### src/rtl/wb_regfile.sv
// wb_regfile: writeback-stage result mux, 32 x 32-bit architectural register
// file with write-through bypass to the decode read ports, and a
// retired-instruction counter.
module wb_regfile #(
  parameter int CNT_W = 64
) (
  input  logic             clk,
  input  logic             rst,
  input  logic             valid_w,
  input  logic             reg_write_w,
  input  logic [1:0]       result_src_w,
  input  logic [4:0]       rd_w,
  input  logic [31:0]      alu_result_w,
  input  logic [31:0]      read_data_w,
  input  logic [31:0]      pc_plus4_w,
  input  logic [4:0]       rs1_d,
  input  logic [4:0]       rs2_d,
  output logic [31:0]      rd1_d,
  output logic [31:0]      rd2_d,
  output logic [31:0]      result_w,
  output logic [CNT_W-1:0] instret
);

  logic [31:0]      regs_q [32];
  logic [CNT_W-1:0] instret_q;
  logic [CNT_W-1:0] instret_d;
  logic             writeEn;

  // Select the writeback value; the reserved encoding yields zero so a
  // malformed select can never leak stale data into the forwarding path.
  always_comb begin
    result_w = '0;
    case (result_src_w)
      2'b00:   result_w = alu_result_w;
      2'b01:   result_w = read_data_w;
      2'b10:   result_w = pc_plus4_w;
      default: result_w = '0;
    endcase
  end

  // A write happens only for a real instruction with a legal source, never
  // to x0, and never while reset is held (this also disables the bypass).
  always_comb begin
    writeEn = valid_w && reg_write_w && (rd_w != 5'd0) &&
              (result_src_w != 2'b11) && !rst;
  end

  // Register array: asynchronous clear, otherwise commit the selected result.
  always_ff @(posedge clk or posedge rst) begin
    if (rst) begin
      for (int i = 0; i < 32; i++) begin
        regs_q[i] <= '0;
      end
    end else if (writeEn) begin
      regs_q[rd_w] <= result_w;
    end
  end

  // Count every retiring instruction, wrapping naturally at the top.
  always_comb begin
    instret_d = instret_q;
    if (valid_w) begin
      instret_d = instret_q + CNT_W'(1);
    end
  end

  // Retired-instruction counter state.
  always_ff @(posedge clk or posedge rst) begin
    if (rst) begin
      instret_q <= '0;
    end else begin
      instret_q <= instret_d;
    end
  end

  assign instret = instret_q;

  // Read port 1: x0 and reset force zero, a same-cycle write is bypassed.
  always_comb begin
    rd1_d = regs_q[rs1_d];
    if (rst || (rs1_d == 5'd0)) begin
      rd1_d = '0;
    end else if (writeEn && (rd_w == rs1_d)) begin
      rd1_d = result_w;
    end
  end

  // Read port 2: identical rules to port 1 so aliased reads always agree.
  always_comb begin
    rd2_d = regs_q[rs2_d];
    if (rst || (rs2_d == 5'd0)) begin
      rd2_d = '0;
    end else if (writeEn && (rd_w == rs2_d)) begin
      rd2_d = result_w;
    end
  end

endmodule

### config.mk
export PLATFORM = sky130hd
export DESIGN_NAME = wb_regfile
export DESIGN_NICKNAME = d
export VERILOG_FILES = /design/src/rtl/wb_regfile.sv
export SDC_FILE = /design/constraint.sdc
export NUM_CORES = 2
export LEC_CHECK = 0
export BUFFER_PORTS_ARGS = -buffer_cell sky130_fd_sc_hd__buf_4
export CORE_ASPECT_RATIO = 0.9
export CORE_MARGIN = 2
export CORE_UTILIZATION = 24
export DETAILED_ROUTE_END_ITERATION = 10
export GPL_TIMING_DRIVEN = 0
export PLACE_DENSITY_LB_ADDON = 0.08
export SETUP_SLACK_MARGIN = 0.5
export SLEW_MARGIN = 20
export SYNTH_ARGS = -nofsm -noshare
export SYNTH_HDL_FRONTEND = slang
export SYNTH_SLANG_ARGS = --single-unit
### constraint.sdc
create_clock -name clk -period 84.9 [get_ports clk]
set_input_delay 25.47 -clock clk [delete_from_list [all_inputs] [get_ports clk]]
set_output_delay 25.47 -clock clk [all_outputs]
set_load 0.01 [all_outputs]
==> impl_metrics.toml <==
[status]
outcome = "complete, no violations"

[drt]
route.vias.total = 49169
ant_nets = 0
dr.pass1.iters = 6
vias_per_cell = 5.53
dr.first_iter.drc_count = 5633
drc = 0
wirelength_um = 323000
wl_per_cell_um = 36.3

[logic_synthesis]
synth_area_per_cell_um2 = 10.7
synth_nets = 5398
yosys-top-cells-area = "dfrtp_1 (48%), mux4_2 (15%), a21oi_1 (5.4%), mux2i_1 (5.1%), o21ai_0 (4.3%)"
synth_seq_cells = 1088
synth_cells = 5280
synth.top_cell.area_share_pct = 48.2
synth_edf_count = 0
synth_top_area_cell = "dfrtp_1"
ys_async_sr_fraction_pct = 100
syn_area_um2 = 56400
synth_flop_cell = "dfrtp_1"
seq_area_frac_synth_pct = 48.2
yosysWarnings = 0
synth.most_common_cell = "dfrtp_1"
synth_cell_types = 43
yosys-top-cells-count = "dfrtp_1 (1,088), a21oi_1 (613), nor2_1 (572)"

[grt]
grt_max_degree = 93
first_global_vias = 47787
grt_overflow = 0
antenna_found_initial = 20
grt_pass1_wl_um = 433000
grt.total_usage_pct = 26.5

[placed_design]
post-dp-hpwl_um = 230000
gp_congestion = 0.885
dpl.cell_count = 8630
port_buffers = 269

[timing]
slew_violations = 0
fin_crit_ps = 56040
rsz0062_at_grt = "no"
tightest_slew_ps = 1290
fmax_ghz = 0.0178
finalSetupViolations = 0
fin_tns_setup_ps = 0
period_share_pct = 66.0
slew_headroom_pct = 13.7
finalHoldViolations = 0
fin_skew_ps = 5.59

[clock_network]
cts-hold-fix-buffers = 0
cts.htree.levels = 4
ctsResizeCount = 0
cts.sinks = 1088
cts-buffers-inserted = 137
cts_root_buf = "clkbuf_16"
clk_pin_slew_ps = 60
cts_tree = "yes"
cts_setup_buffers = 0
cts_max_path_buffers = 3
insertion_delay_ps = 800

[final_layout]
layout.nets = 5828
fin_cells = 8885
area_growth_pct = 19.6
fill_cells = 24573
final_layout_size_suffix_gt1_share_pct = 19.6

[hold_path]
hold_path_class = "reg -> reg"

[die]
ioPinCount = 277
start_util_pct = 24.2
core_um2 = 233000
rows = 168
fp.dieW_um = 515
die-area_um2 = 239000
fp.dieH_um = 464

[worst_setup_path]
cp-endpoint = "rd2_d[20]"
critPathKind = "in -> out"
rrSetupSlack_ps = 82280
rr_endpoint = "instret[38]"
crit_start = "rs2_d[4]"
cp_data_arrival_time_ps = 30570
critPathRequiredTime_ps = 59430
worstPathMaxFanout = 10
reg2reg_depth = 5
endpoint_kind = "output port"
reg2reg_from = "instret[7]"
critPathLaunchType = "input port"

[flow_run]
drv_cap = 0

[power_and_ir_drop]
powerDensity_nw_per_um2 = 21.2
ir_drop_uv = 21.3
leakagePower_uw = 0.0292
## final cells by class
type	count	area [µm²]	share of cell area (%)
Antenna cell	15	37.5	0.0556
Buffer	564	2410	3.58
Clock buffer	202	4090	6.06
Clock inverter	37	428	0.634
Inverter	52	203	0.300
Multi-Input combinational cell	3576	26700	39.6
Sequential cell	1088	27200	40.3
Tap cell	3060	3830	5.67
Timing Repair Buffer	291	2530	3.74
## per-stage QoR
step	instance area (µm²)	power, µW	utilization, %	hold slack [ps]	setup slack (ps)
floorplan	56400	723	-	445	7030
global placement	62300	819	26.7	456	-20170
detailed placement	62900	823	27.0	468	29340
CTS	67400	1440	28.9	482	29310
global route	67500	1480	28.9	490	29270
finish	67500	1430	28.9	482	28860
## cell usage in the layout, fill, tap and decap left out, types with 64 or more instances in the layout
cell type,n
mux4_2,384
o21bai_1,64
a221oi_1,128
clkbuf_1,354
dfrtp_1,1088
o21ai_0,480
nor2_1,571
clkbuf_16,143
buf_2,132
a22oi_1,192
a21oi_1,607
nand2_1,543
buf_4,278
mux2i_1,288
## layer usage
layer	vias to the layer above	track usage [%]	share of wire, %
met5	-	0	0
met4	0	8.88	3.4
met3	418	5.32	7.6
met2	2175	39.8	44
met1	26413	37.8	45
li1	20163	-	-
## power breakdown
group          switching, µW  internal (µW)  leakage, µW  total [µW]
Combinational            139           82.5       0.0122         222
Sequential              34.4            560       0.0148         595
Clock                    257            355      0.00223         612
Total                    431            997       0.0292        1430
## worst min-delay path by stage
| stage | depth (start not counted) | to | start | slack (ps) |
|---|---|---|---|---|
| 2_1_floorplan | 1 | regs_q[1000] | regs_q[1000] | 450 |
| 4_1_cts | 1 | regs_q[1022] | regs_q[1022] | 480 |
| 3_5_place_dp | 1 | regs_q[1012] | regs_q[1012] | 470 |
| 3_3_place_gp | 1 | regs_q[1002] | regs_q[1002] | 460 |
| 6_report | 1 | regs_q[993] | regs_q[993] | 480 |
| 5_1_grt | 1 | regs_q[1003] | regs_q[1003] | 490 |
## cell families (layout without fill, tap and decap cells)
logic type,after synthesis,after routing,share of synthesized area [%]
adder cells (fa/ha/maj),1,1,0.0222
flip-flops,1088,1088,48.2
multiplexers,673,673,20.5
buffers and inverters,616,1146,4.47
AND/OR/NAND/NOR,1255,1255,8.96
XOR/XNOR,73,73,1.13
AO/OA/AOI/OAI,1574,1574,16.7
other,0,15,0
## worst max-delay path, stage by stage
cell      delay (ps)
buf_4            140
clkbuf_1         930
inv_1            670
nor2_1           960
clkbuf_1         880
a22oi_1          290
a21oi_1          840
a211o_1          210
buf_4            130
## sequential cells by signal, indices dropped and copies added, names as in the netlist
register and count:
regs_q 1024, instret 64
No activity file was read; power rests on OpenSTA's default activity.
